`src/rtl/dmem_bus_if.sv`:
```
// Data-memory bus interface: turns the single-cycle datapath's load/store
// request into a req/ack bus transaction, stalls the core while it runs and
// returns aligned, extended load data. Flags illegal accesses, bus errors
// and timeouts with one-cycle pulses.
//
// Bus handshake: bus_req is held high together with stable bus_we, bus_addr,
// bus_wdata and bus_be for every BUSY cycle; the transfer completes in the
// cycle bus_ack is sampled high, and bus_err/bus_rdata are only meaningful
// in that cycle. Acks seen outside BUSY are ignored.
module dmem_bus_if #(
  parameter int TIMEOUT = 255
) (
  input  logic        clk,
  input  logic        reset,
  input  logic        memread,
  input  logic        memwrite,
  input  logic [2:0]  funct3,
  input  logic [31:0] addr,
  input  logic [31:0] writedata,
  output logic [31:0] readdata,
  output logic        stall,
  output logic        misalign,
  output logic        buserr,
  output logic        bus_req,
  output logic        bus_we,
  output logic [31:0] bus_addr,
  output logic [31:0] bus_wdata,
  output logic [3:0]  bus_be,
  input  logic        bus_ack,
  input  logic        bus_err,
  input  logic [31:0] bus_rdata,
  output logic [1:0]  dbg_state
);

  typedef enum logic [1:0] {
    S_IDLE = 2'd0,
    S_BUSY = 2'd1,
    S_RESP = 2'd2
  } state_t;

  localparam logic [7:0] TIMEOUT_C = 8'(TIMEOUT);

  state_t      state_q, state_d;
  logic [7:0]  cnt_q, cnt_d;
  logic [31:0] addr_q, addr_d;
  logic [31:0] wdata_q, wdata_d;
  logic [3:0]  be_q, be_d;
  logic [2:0]  f3_q, f3_d;
  logic        we_q, we_d;
  logic [31:0] rdata_q, rdata_d;
  logic        err_q, err_d;

  logic        req_in;
  logic        we_in;
  logic        illegal;
  logic [3:0]  be_in;
  logic [31:0] wdata_in;
  logic [7:0]  lane_b;
  logic [15:0] lane_h;
  logic [31:0] load_val;

  // Decode the incoming request: legality, byte enables, replicated store data
  always_comb begin
    req_in   = memread | memwrite;
    we_in    = memwrite;
    illegal  = 1'b0;
    be_in    = 4'b1111;
    wdata_in = writedata;
    if (we_in) begin
      case (funct3)
        3'b000: begin
          be_in    = 4'b0001 << addr[1:0];
          wdata_in = {4{writedata[7:0]}};
        end
        3'b001: begin
          illegal  = addr[0];
          be_in    = addr[1] ? 4'b1100 : 4'b0011;
          wdata_in = {2{writedata[15:0]}};
        end
        3'b010:  illegal = (addr[1:0] != 2'b00);
        default: illegal = 1'b1;
      endcase
    end else begin
      case (funct3)
        3'b000, 3'b100: illegal = 1'b0;
        3'b001, 3'b101: illegal = addr[0];
        3'b010:         illegal = (addr[1:0] != 2'b00);
        default:        illegal = 1'b1;
      endcase
    end
  end

  // State and capture registers
  always_ff @(posedge clk or negedge reset) begin
    if (!reset) begin
      state_q <= S_IDLE;
      cnt_q   <= 8'd0;
      addr_q  <= 32'd0;
      wdata_q <= 32'd0;
      be_q    <= 4'd0;
      f3_q    <= 3'd0;
      we_q    <= 1'b0;
      rdata_q <= 32'd0;
      err_q   <= 1'b0;
    end else begin
      state_q <= state_d;
      cnt_q   <= cnt_d;
      addr_q  <= addr_d;
      wdata_q <= wdata_d;
      be_q    <= be_d;
      f3_q    <= f3_d;
      we_q    <= we_d;
      rdata_q <= rdata_d;
      err_q   <= err_d;
    end
  end

  // Next-state logic: accept legal requests, wait for ack or timeout, respond
  always_comb begin
    state_d = state_q;
    cnt_d   = cnt_q;
    addr_d  = addr_q;
    wdata_d = wdata_q;
    be_d    = be_q;
    f3_d    = f3_q;
    we_d    = we_q;
    rdata_d = rdata_q;
    err_d   = err_q;
    case (state_q)
      S_IDLE: begin
        if (req_in && !illegal) begin
          state_d = S_BUSY;
          cnt_d   = 8'd0;
          addr_d  = addr;
          wdata_d = wdata_in;
          be_d    = be_in;
          f3_d    = funct3;
          we_d    = we_in;
          err_d   = 1'b0;
        end
      end
      S_BUSY: begin
        cnt_d = cnt_q + 8'd1;
        if (bus_ack) begin
          state_d = S_RESP;
          rdata_d = bus_rdata;
          err_d   = bus_err;
        end else if (cnt_d == TIMEOUT_C) begin
          state_d = S_RESP;
          err_d   = 1'b1;
        end
      end
      S_RESP: begin
        state_d = S_IDLE;
        cnt_d   = 8'd0;
      end
      default: begin
        state_d = S_IDLE;
        cnt_d   = 8'd0;
      end
    endcase
  end

  // Select and extend the load lane from the captured read data
  always_comb begin
    case (addr_q[1:0])
      2'd0:    lane_b = rdata_q[7:0];
      2'd1:    lane_b = rdata_q[15:8];
      2'd2:    lane_b = rdata_q[23:16];
      default: lane_b = rdata_q[31:24];
    endcase
    lane_h = addr_q[1] ? rdata_q[31:16] : rdata_q[15:0];
    case (f3_q)
      3'b000:  load_val = {{24{lane_b[7]}}, lane_b};
      3'b001:  load_val = {{16{lane_h[15]}}, lane_h};
      3'b100:  load_val = {24'd0, lane_b};
      3'b101:  load_val = {16'd0, lane_h};
      default: load_val = rdata_q;
    endcase
  end

  // Outputs per state; everything is forced low while reset is held
  always_comb begin
    readdata  = 32'd0;
    stall     = 1'b0;
    misalign  = 1'b0;
    buserr    = 1'b0;
    bus_req   = 1'b0;
    bus_we    = 1'b0;
    bus_addr  = 32'd0;
    bus_wdata = 32'd0;
    bus_be    = 4'd0;
    dbg_state = state_q;
    if (reset) begin
      case (state_q)
        S_IDLE: begin
          stall    = req_in && !illegal;
          misalign = req_in && illegal;
        end
        S_BUSY: begin
          stall     = 1'b1;
          bus_req   = 1'b1;
          bus_we    = we_q;
          bus_addr  = {addr_q[31:2], 2'b00};
          bus_wdata = wdata_q;
          bus_be    = be_q;
        end
        S_RESP: begin
          buserr   = err_q;
          readdata = (!we_q && !err_q) ? load_val : 32'd0;
        end
        default: ;
      endcase
    end
  end

endmodule

```
`config.mk`:
```
export PLATFORM = sky130hd
export DESIGN_NAME = dmem_bus_if
export DESIGN_NICKNAME = d
export VERILOG_FILES = /design/src/rtl/dmem_bus_if.sv
export SDC_FILE = /design/constraint.sdc
export NUM_CORES = 1
export LEC_CHECK = 0
export BUFFER_PORTS_ARGS = -buffer_cell sky130_fd_sc_hd__buf_2
export CAP_MARGIN = 20
export CORE_MARGIN = 3
export CORE_UTILIZATION = 51
export CTS_CLUSTER_SIZE = 24
export DETAILED_ROUTE_END_ITERATION = 8
export GPL_TIMING_DRIVEN = 0
export PLACE_DENSITY = 0.81
export SYNTH_ARGS = -nofsm -noshare
export SYNTH_HDL_FRONTEND = slang
export SYNTH_SLANG_ARGS = --single-unit
```
`constraint.sdc`:
```
create_clock -name clk -period 2.5 [get_ports clk]
set_input_delay 0.25 -clock clk [delete_from_list [all_inputs] [get_ports clk]]
set_output_delay 0.25 -clock clk [all_outputs]
set_load 0.005 [all_outputs]
```
==> results list, run 1 <==
* Run status: finished clean
- Counting every sink on the clock net gives 115.
- Headroom to the max-slew limit came out at 35.0%.
- For this run, the share of the core covered by cells in the final layout is 70.4%.
* Share of layout cells above drive strength 1: 36.7%
- Worst hold margin: 26.9 ps
- Overall die area: 13300 µm²
* Total area of sequential cells: 2880 µm²
- Router iterations before antenna repair: 5
* Area share of the leading cell type in the synthesized netlist: 47.3%
* Cell count after synthesis: 691
- Post-detailed-route DRC marker count: 0
- Counting the buffers created by CTS gives 17.
* CTS tree: built
- Of the total synthesized cell area, the portion taken by XOR and XNOR cells is 0.288%.
* Clock latency on the worst-skew pair: 410 ps
- Core area: 11600 µm²
- The number of failing hold endpoints at the final stage came to 0.
* WL/cell: 17.4 µm
- Top cell family by delay on the critical path: simple AND/OR/NAND/NOR gates
- Sequential elements use 47.3% of the synthesized area.
* Wire length of the first global-routing pass: 29.3 mm
- Total of max-cap violations: 0
- The H-tree generated during clock tree synthesis spans 4 levels.
* Crit path time final: 2440 ps
* Clock transition at the registers of the reported paths: 50 ps
- By instance count, the leading cell after synthesis is sky130_fd_sc_hd__nand2_1.
- Adder-cell share of the synthesized area: 0.411%
- Total Power: 0.00745 W
- Highest metal layer used by the detailed router: met4
- Multi-input combinational cell area: 2910 µm²
- The count of nets left with antenna violations once routing finished came out at 0.
- CP required: 2250 ps
- Final Max Tran Viols: 0
* Element type at the critical path end: primary output
- Critical Path AT: 2190 ps
- Netlist area before placement: 6090 µm²
* Unique cell type count in the Yosys netlist: 49
- Root buffer selected by CTS: sky130_fd_sc_hd__clkbuf_16
* Actual slew at the worst max-slew pin: 972 ps
* Leakage power summed over all cells: 4.59 nW
- Final setup fails: 0
- sky130_fd_sc_hd__dfrtp_1 takes more of the synthesized area than any other cell.
- Number of flops mapped to enable cells by yosys: 0
* RSZ-0062 raised after global routing: false
- Routability-driven placement finished with a final weighted congestion of 0.931.
- The path class of the tightest hold or removal check is primary input to flop.
- For this run, the leading register cell type out of synthesis is sky130_fd_sc_hd__dfrtp_1.
* Dominant cells by area after synthesis: sky130_fd_sc_hd__dfrtp_1 47%, sky130_fd_sc_hd__nand2_1 12%, sky130_fd_sc_hd__mux2_2 7.4%, sky130_fd_sc_hd__and3_1 7.1%, sky130_fd_sc_hd__o21ai_0 3.0%
- Avg Inst Size Synth: 8.81 µm²
- Using the TritonRoute via totals, the vias-per-cell ratio works out to 5.56.
- Clk buf depth: 2
* Power density relative to cell area: 915 nW/µm²
- Worst path buffer plus inverter count: 2
- Summed over all layers, the routed wires come to 18.9 mm.
- Largest net degree at the start of global routing: 52
- Final net count: 1036
- Initial Utilization: 52.7%
- Slowest stage cell on the critical path: sky130_fd_sc_hd__a221o_2
- From synthesis to final layout, the design area changed by 33.7%.
- Once layout is done, the placed cells without fillers occupy 8140 µm².
* Total number of vias: 6022
- Dominant combinational cell family by area after synthesis: simple AND/OR/NAND/NOR gates
* Maximum vdd drop: 0.000636 V
* Synth Area in Simple Gates: 25.2%
* Die span in x: 115 µm
- Ordered cell list for the critical path: nand3b_4 > or3_4 > a221o_2 > buf_6 > a21oi_2 > buf_2
* Count of port buffers added during placement: 208
- Number of top-level design ports: 212
- Yosys warnings: 0
- 0 antenna diodes ended up in the layout.
- The die is 115 µm tall.
* Met3 wire length: 1.77 mm
* FF+latch count, synth: 115
- Final cycle utilization of the critical path: 97.5%
- Counting the fill cells in the layout gives 914.
- Met2 wirelength from detailed routing: 8.85 mm
* Share of flip-flops with an asynchronous set or reset after synthesis: 100%
* Startpoint Class: flop
- In this run the core area contains 39 standard-cell rows.
* Area after DPL: 7350 µm²
- Aggregate global routing overflow: 0
- Detailed-route wire length on metal 1: 7.56 mm
- Iteration-0 DRC count of the detailed router: 606
* Largest stage delay on the critical path: 420 ps
- The setup path with the least slack is of type flop to primary output.
- Top cells by instance count after synthesis: 189 x sky130_fd_sc_hd__nand2_1, 115 x sky130_fd_sc_hd__dfrtp_1, 69 x sky130_fd_sc_hd__and3_1, 40 x sky130_fd_sc_hd__mux2_2, 38 x sky130_fd_sc_hd__clkbuf_1
- Number of antenna violations at the first check in global routing: 0
* Max Freq: 0.410 GHz
* Multiplexer share of the synthesized area: 9.41%
- The synthesized netlist devotes 11.7% of its cell area to compound gates.
- Peak fanout along the critical path: 4
- Global routing consumed, over all layers together, 28.6% of the routing resources.
* Post-DP HPWL: 13.4 mm
* Via count of the first global-routing pass: 5746
* Final setup skew: 4.71 ps
## layout by cell type, fill, tap and decap left out, types with 3 or more instances in the layout
cell                              n
sky130_fd_sc_hd__buf_2          218
sky130_fd_sc_hd__nand2_1        189
sky130_fd_sc_hd__dfrtp_1        112
sky130_fd_sc_hd__and3_1          69
sky130_fd_sc_hd__mux2_2          40
sky130_fd_sc_hd__o21ai_0         36
sky130_fd_sc_hd__clkbuf_1        32
sky130_fd_sc_hd__nand3_1         31
sky130_fd_sc_hd__inv_1           27
sky130_fd_sc_hd__nor2_1          20
sky130_fd_sc_hd__clkbuf_16       17
sky130_fd_sc_hd__a21oi_2         16
sky130_fd_sc_hd__a21oi_1         12
sky130_fd_sc_hd__mux2i_1         10
sky130_fd_sc_hd__a31oi_1          9
sky130_fd_sc_hd__a221oi_1         7
sky130_fd_sc_hd__o221a_2          7
sky130_fd_sc_hd__buf_4            7
sky130_fd_sc_hd__clkinv_2         7
sky130_fd_sc_hd__clkbuf_2         5
sky130_fd_sc_hd__o21a_1           5
sky130_fd_sc_hd__nand2b_1         4
sky130_fd_sc_hd__o22ai_1          3
sky130_fd_sc_hd__dfrtp_2          3
sky130_fd_sc_hd__clkbuf_8         3
sky130_fd_sc_hd__buf_16           3
sky130_fd_sc_hd__dlygate4sd3_1    3
sky130_fd_sc_hd__buf_6            3
## power by group
part / internal [W] / switching [W]
Sequential: 0.00254 / 0.000442
Clock: 0.00152 / 0.000854
Combinational: 0.000867 / 0.00122
Total: 0.00494 / 0.00251
## worst min-delay path: cells and delay by family
| kind | cells | cell delay (ps) |
|---|---|---|
| buffers and inverters | 1 | 70 |
| AND/OR/NAND/NOR | 2 | 80 |
## per-stage QoR
step	instances	TNS (ps)	setup WS, ps
finish	1084	0	62.1
global placement	1043	-139260	-1560
CTS	1084	0	0.671
floorplan	692	0	490
global route	1084	0	1.09
detailed placement	1044	-1620	-159
## flip-flops by register name, summed over array words and instances (netlist names)
signal / flops
rdata_q: 32
f3_q: 3
wdata_q: 32
dbg_state: 2
be_q: 4
cnt_q: 8
addr_q: 32
err_q: 1
we_q: 1
## cells by family (layout without fill, tap and decap cells)
logic type               count (synthesis)  in the layout
flip-flops                             115            115
XOR/XNOR                                 2              2
other                                    1              2
buffers and inverters                   84            333
adder cells (fa/ha/maj)                  2              2
multiplexers                            51             51
AND/OR/NAND/NOR                        330            330
AO/OA/AOI/OAI                          106            106
## layout make-up
| type | instances | area share, % |
|---|---|---|
| buffer | 53 | 2.92 |
| clock buffer | 20 | 5.73 |
| clock inverter | 11 | 1.35 |
| inverter | 27 | 1.25 |
| multi-input combinational | 493 | 35.8 |
| sequential | 115 | 35.4 |
| tap | 143 | 2.20 |
| timing repair buffer | 222 | 15.4 |
## timing repair
| action | in CTS | in global routing |
|---|---|---|
| endpoints found under the hold margin | 21 | 0 |
| setup endpoints to repair | 84 | 45 |
| gates cloned | 2 | 0 |
| hold buffers | 4 | 0 |
| gates resized for setup | 16 | 13 |
| buffers inserted | 4 | 3 |
| pin swaps | 0 | 2 |
## path summary, 6_finish.rpt
check	start	endpoint	slack, ps	cells past startpoint
min reg2reg	be_q[0]	be_q[0]	460	2
max in group asynchronous	reset	rdata_q[16]	1360	2
min	addr[16]	addr_q[16]	30	3
max	dbg_state[0]	readdata[16]	60	6
min in group asynchronous	reset	rdata_q[10]	550	2
max reg2reg	cnt_q[0]	err_q	510	7
## layer usage
| metal | global-route usage, % | vias up |
|---|---|---|
| li1 | - | 2833 |
| met1 | 36.4 | 2802 |
| met2 | 45.6 | 329 |
| met3 | 7.47 | 58 |
| met4 | 13.6 | 0 |
| met5 | 0 | - |
(Power assumes the default switching activity.)
==> run 2, diff against run 1 <==
CORE_ASPECT_RATIO = 1.2   (was default)
SLEW_MARGIN = 20   (was default)
==> run 2 against run 1 <==
Utilization is 0.090 points higher. First-iteration DRC count fell by 34%. Non-clock buffer count unchanged. Global-route usage up 0.068 points. Final cell count increased by 1.5%. Design area grew 0.61%. Clock power rose by 3%. Die area about the same. Highest routed layer unchanged. Critical path depth stayed put. Register-to-register slack hardly changed.
==> results list, run 2 (same netlist as run 1, synthesis figures left out) <==
- Setup violations remaining at the end of the flow were counted as 0.
- The final layout contains 1036 nets.
- The first routing iteration left 401 violations.
- Clock transition at the registers of the reported paths: 50 ps
- Total area of sequential cells: 2880 µm²
- WL/cell: 17.0 µm
* Final setup skew: 6.22 ps
- Count of port buffers added during placement: 208
* Core area: 11600 µm²
* Leakage power summed over all cells: 4.60 nW
- Startpoint Class: flop
* Router iterations before antenna repair: 5
- Final-report hold violation count: 0
- Maximum vdd drop: 0.000590 V
* Number of antenna violations at the first check in global routing: 2
* Clk buf depth: 2
- Total number of vias: 5967
- Via count of the first global-routing pass: 6050
- The filler cells instantiated in the layout total 961.
- Most common cell after layout, fill and taps aside: sky130_fd_sc_hd__buf_2
- With fillers left out, the area of the finished cells amounts to 8190 µm².
- Setup Slack @ Placement: -247 ps
- The H-tree generated during clock tree synthesis spans 4 levels.
- Clock latency on the worst-skew pair: 400 ps
* CTS tree: built
- DP Cell Count: 1058
- Leaving out filler cells and counting taps, the final layout contains 1100.
- TritonCTS Buffers: 17
- Root buffer selected by CTS: sky130_fd_sc_hd__clkbuf_16
* CP required: 2250 ps
* Commonest cells after routing, fill and taps aside: 218 x sky130_fd_sc_hd__buf_2, 189 x sky130_fd_sc_hd__nand2_1, 112 x sky130_fd_sc_hd__dfrtp_1, 69 x sky130_fd_sc_hd__and3_1, 40 x sky130_fd_sc_hd__mux2_2
* Overall die area: 13300 µm²
* Power density relative to cell area: 917 nW/µm²
* Number of clock sinks: 115
- Once placement finished, the instance area stood at 7360 µm².
- Global routing finished with a remaining overflow of 0.
- After layout, the worst setup slack is 81.2 ps.
- Max Freq: 0.413 GHz
- After detailed routing, the number of vias per cell comes to 5.42.
- Number of top-level design ports: 212
* Die H: 126 µm
* Post-DP HPWL: 13.3 mm
- Largest stage delay on the critical path: 450 ps
- Routability congestion estimate: 0.898
* Ordered cell list for the critical path: mux4_2 > nand2b_1 > a221o_2 > buf_6 > a21oi_2 > buf_2
* Largest net degree at the start of global routing: 41
- GRT Overall Usage: 28.7%
- CP Class: flop to primary output
- Together, buffers and inverters on the worst path number 2.
* Final WL: 18.7 mm
* Initial Utilization: 52.4%
- Total of max-cap violations: 0
- For this design, the slowest cell found on the critical path is sky130_fd_sc_hd__dfrtp_2.
- The routed design could run at a clock period as short as 2420 ps.
- Share of layout cells above drive strength 1: 36.0%
- Actual slew at the worst max-slew pin: 823 ps
- Headroom to the max-slew limit: 45.0%
- The multi-input combinational cells in the finished layout cover a total of 2900 µm².
- The first global-routing pass estimated 30.3 mm of wire.
- The number of max-slew violations in the final report came to 0.
- The flow ran to the end, and the final reports show no timing, DRC or antenna violations.
- Final cycle utilization of the critical path: 96.8%
- Number of nets still failing antenna checks after routing: 0
* Critical Path AT: 2170 ps
- The worst setup path is captured at a primary output.
* Class of the worst hold path: primary input to async pin
- The largest registers in the layout are addr_q: 32 flops, rdata_q: 32 flops, wdata_q: 32 flops.
* Peak fanout along the critical path: 7
* Top cell family by delay on the critical path: compound AO/OA/AOI/OAI gates
- Total Power: 0.00751 W
- Row cnt: 43
* Post-detailed-route DRC marker count: 0
- Accumulated negative setup slack: 0 ps
- The die is 106 µm wide.
* Area overhead of the layout relative to synthesis: 34.5%
[run 2: cell count changes in the layout (fill, tap and decap cells not counted), sizes merged]
cell	previous run	this run
clkinv	7	4
clkbuf	57	59
diode	0	2
buf	234	235
bufinv	2	3
dlygate4sd3	3	2
[run 2: timing repair]
| item | 4_1_cts | 5_1_grt |
|---|---|---|
| buffers inserted | 4 | 2 |
| setup endpoints to repair | 82 | 37 |
| cloned | 2 | 0 |
| pin swaps | 1 | 2 |
| hold endpoints to repair | 40 | 0 |
| resized for setup | 14 | 7 |
| hold buffers | 5 | 0 |
[run 2: per-stage QoR]
| step | hold slack (ps) | util (%) |
|---|---|---|
| 3_5_place_dp | 197 | 63.4 |
| 5_1_grt | 10.3 | 70.5 |
| 2_1_floorplan | -45.6 | - |
| 3_3_place_gp | 439 | 63.1 |
| 4_1_cts | 4.59 | 70.3 |
| 6_report | 14.6 | 70.5 |
[run 2: final timing paths]
path / start / to / slack [ps] / cells past startpoint
min in group clk: addr[16] / addr_q[16] / 30 / 3
hold / removal: reset / wdata_q[22] / 10 / 2
setup / recovery: addr_q[1] / readdata[16] / 80 / 6
setup reg to reg: dbg_state[1] / wdata_q[11] / 500 / 7
max in group asynchronous: reset / rdata_q[4] / 1640 / 4
hold reg to reg: addr_q[23] / addr_q[23] / 470 / 2
[run 2: final cells by class]
type                    count  share of cell area (%)
multi-input cells         493                    35.4
well taps                 157                    2.40
clock buffers              22                    5.79
flip-flops and latches    115                    35.2
inverters                  27                    1.24
diodes                      2                  0.0611
repair buffers            222                    15.5
clock inverters             9                    1.57
plain buffers              53                    2.86
[run 2: routing by layer]
layer  global-route usage, %  vias to the layer above  share of wire (%)
met3                    7.79                       48                8.7
met4                    11.3                        0                3.4
met2                    47.7                      296                 48
li1                        -                     2834                  -
met1                    35.6                     2789                 40
met5                       0                        -                  0
[run 2: power breakdown]
| group | switching (W) | internal, W |
|---|---|---|
| logic | 0.00119 | 0.000866 |
| registers | 0.000441 | 0.00255 |
| clock network | 0.000827 | 0.00164 |
[run 2: worst register-to-register path: cells and delay by family (launching register included)]
family	cells	cell delay [ps]
AND/OR/NAND/NOR	4	690
buffers and inverters	3	780
flip-flops	1	470
==> run 3, diff against run 2 <==
--- a/config.mk
+++ b/config.mk
@@ -11,4 +11,5 @@
 export CORE_MARGIN = 3
 export CORE_UTILIZATION = 51
+export CTS_CLUSTER_DIAMETER = 150
 export CTS_CLUSTER_SIZE = 24
 export DETAILED_ROUTE_END_ITERATION = 8
==> constraint.sdc (replaced) <==
create_clock -name clk -period 2.5 [get_ports clk]
set_input_delay 0.375 -clock clk [delete_from_list [all_inputs] [get_ports clk]]
set_output_delay 0.375 -clock clk [all_outputs]
set_load 0.005 [all_outputs]
==> run 3 against run 2 <==
The flow now finishes with violations (setup timing). Wire length grew 2.1%. Setup slack got worse by 94 ps. Fmax fell by 3.7%. Final cell count did not move. Design area grew 1.2%. Die area unchanged. Sequential power is essentially flat. Sequential cell count unchanged. Utilization grew 0.83 points. Non-clock buffer count stayed put. Count of clock-buffer cells in the layout did not move. Sequential share of layout area down 0.41 points. Critical path type unchanged. Largest power group unchanged.
==> results list, run 3 (same netlist as run 1, synthesis figures left out) <==
- The run finished, with violations left.
- The checks that failed: setup timing.
* Commonest cells after routing, fill and taps aside: 218 x sky130_fd_sc_hd__buf_2, 189 x sky130_fd_sc_hd__nand2_1, 112 x sky130_fd_sc_hd__dfrtp_1, 69 x sky130_fd_sc_hd__and3_1, 40 x sky130_fd_sc_hd__mux2_2
* Grt met3 use: 7.84%
* Wire length of the first global-routing pass: 30.6 mm
* RSZ-0062 raised after global routing: true
* Aggregate global routing overflow: 0
- Element type at the critical path end: primary output
- Filler-free cell count of the finished design: 1100
- Core area: 11600 µm²
* Class of the worst hold path: primary input to async pin
- Startpoint Class: flop
* DP Cell Count: 1058
* Ordered cell list for the critical path: mux4_2 > nand2b_4 > a221o_2 > buf_6 > a21oi_4 > buf_2
* Routability congestion estimate: 0.898
* Share of power burned in combinational logic: 28.4%
* Overall die area: 13300 µm²
- In this run the count of I/O pins placed on the die edge is 212.
- In the finished design, the share of the clock period the worst path needs comes to 101%.
- GRT busiest layer: met2
- Slowest stage cell on the critical path: sky130_fd_sc_hd__dfrtp_2
- Share of total power in sequential cells: 39.3%
- For this block, the initial DRC count from the detailed router was 504.
* Final setup slack of the worst path: -13.0 ps
- Power comes to 0.00763 W.
- For the worst setup path, the data required time is 2120 ps.
- Entering global routing, the biggest net connects 41 pins.
* Headroom to the max-slew limit: 44.9%
* Final WL: 19.1 mm
- Clock-pin slew was measured on the worst setup and hold paths at 50 ps.
* Number of clock sinks: 115
- WL/cell: 17.4 µm
- Area overhead of the layout relative to synthesis: 36.1%
- Total of max-cap violations: 0
- The number of max-slew violations in the final report was 0.
- GRT Overall Usage: 29.0%
- Total number of vias: 6072
- Accumulated negative setup slack: -22.1 ps
- After detailed routing, the number of remaining DRC violations is 0.
- Die H: 126 µm
- Fill cell instance count of the final layout: 945
* Count of port buffers added during placement: 208
- Number of H-tree levels: 4
- Met2 demand-to-capacity share in global routing: 47.7%
* Critical Path AT: 2140 ps
- The critical path runs through a total of 6 cells.
* Router iterations before antenna repair: 5
- For this configuration, the core starts out at a cell density of 52.4%.
- For the finished layout, the period the worst path requires is 2510 ps.
* Actual slew at the worst max-slew pin: 824 ps
- In this run the deepest clock path goes through 2 buffers.
* Leakage power summed over all cells: 4.65 nW
- The largest registers in the layout are addr_q: 32 flops, rdata_q: 32 flops, wdata_q: 32 flops.
- Final setup fails: 4
- Number of cells on the worst reg-to-reg path: 7
- Summing all placed instances gives a cell area of 7360 µm².
- Root buffer selected by CTS: sky130_fd_sc_hd__clkbuf_16
- Broken down by cell family, the worst path's largest delay share belongs to compound AO/OA/AOI/OAI gates.
- In this design, the stage delay of the slowest critical-path cell is 450 ps.
- Power density relative to cell area: 921 nW/µm²
* Peak fanout along the critical path: 7
- Row cnt: 43
- VDD sags by at most 0.000591 V.
- The analysis attributes to net switching a power of 0.00256 W.
- Timing would allow up to 0.398 GHz.
- Portion of total power attributed to the clock network: 32.3%
* Number of nets still failing antenna checks after routing: 0
* Number of antenna violations at the first check in global routing: 2
- Worst path buffer plus inverter count: 2
- TritonCTS created 17 clock buffers.
- Net switching is 33.5% of the power.
* Detailed-route vias per instance: 5.52
* Share of layout cells above drive strength 1: 37.8%
- Cell internal power was estimated by the tool at 0.00508 W.
- Once detailed placement completed, the half-perimeter wirelength came to 13.3 mm.
- For met1 alone, demand over resource in global routing was 36.1%.
* Most common cell after layout, fill and taps aside: sky130_fd_sc_hd__buf_2
* CTS tree: built
- Clock skew on the completed layout was measured at 5.73 ps.
* Clock latency on the worst-skew pair: 400 ps
* Final net count: 1036
* Summed area of non-filler cells in the final layout: 8290 µm²
- Final-report hold violation count: 0
- Die span in x: 106 µm
* Via count of the first global-routing pass: 6059
* CP Class: flop to primary output
==> run 3: changes by cell type in the layout (fill, tap and decap cells not counted), moves of 2 or more <==
cell / delta
sky130_fd_sc_hd__a21oi_2: -2
sky130_fd_sc_hd__a21oi_4: +2
sky130_fd_sc_hd__a221oi_1: -7
sky130_fd_sc_hd__a221oi_2: +7
sky130_fd_sc_hd__clkbuf_1: -8
sky130_fd_sc_hd__clkbuf_2: +7
==> run 3: per-layer routing <==
layer  vias to the layer above  part of all wire [%]
li1                       2836                     -
met1                      2867                    39
met2                       318                    48
met3                        51                   8.6
met4                         0                   3.8
met5                         -                     0
==> run 3: layout make-up <==
cell class              count  area [µm²]  area share [%]
repair buffers            222        1280            15.4
clock inverters             9         129            1.56
well taps                 157         196            2.37
diodes                      2        5.00          0.0604
inverters                  27         101            1.22
clock buffers              22         474            5.72
multi-input cells         493        2980            35.9
plain buffers              53         243            2.93
flip-flops and latches    115        2880            34.8
==> run 3: worst register-to-register path: stages (launching register included) <==
cell                       delay [ps]
sky130_fd_sc_hd__dfrtp_2          470
sky130_fd_sc_hd__buf_4            160
sky130_fd_sc_hd__nor3_1           240
sky130_fd_sc_hd__nor2b_1          200
sky130_fd_sc_hd__clkbuf_1         330
sky130_fd_sc_hd__buf_2            330
sky130_fd_sc_hd__o21ai_0          150
sky130_fd_sc_hd__nand2_1           90
==> run 3: worst paths after layout <==
path	start	to	slack (ps)
hold / removal	reset	rdata_q[20]	60
hold reg to reg	addr_q[23]	addr_q[23]	470
setup / recovery	addr_q[1]	readdata[16]	-10
min in group clk	addr[16]	addr_q[16]	150
max in group asynchronous	reset	wdata_q[9]	1180
setup reg to reg	dbg_state[1]	be_q[1]	470
==> run 3: timing repair <==
item | in CTS | in global routing
pin swaps | 1 | 5
endpoints found under the setup margin | 90 | 81
setup buffers | 4 | 3
hold endpoints to repair | 40 | 0
cloned | 3 | 0
hold buffers | 3 | 0
gates resized for setup | 20 | 30
==> run 3: metrics by stage <==
| stage | utilization, % | setup WS (ps) | hold slack (ps) |
|---|---|---|---|
| finish | 71.3 | -13.0 | 60.3 |
| global route | 71.3 | -93.1 | 66.3 |
| CTS | 70.6 | -146 | 54.9 |
| detailed placement | 63.4 | -497 | 322 |
| global placement | 63.1 | -1850 | 451 |
| floorplan | - | 365 | 79.4 |
==> run 3: power groups by stage <==
stage               Combinational (W)  Sequential [W]  Clock, W
floorplan                     0.00139         0.00283         0
global placement              0.00194         0.00293         0
detailed placement            0.00199         0.00297         0
CTS                           0.00209         0.00295   0.00249
global route                  0.00243         0.00309   0.00259
finish                        0.00217         0.00300   0.00246
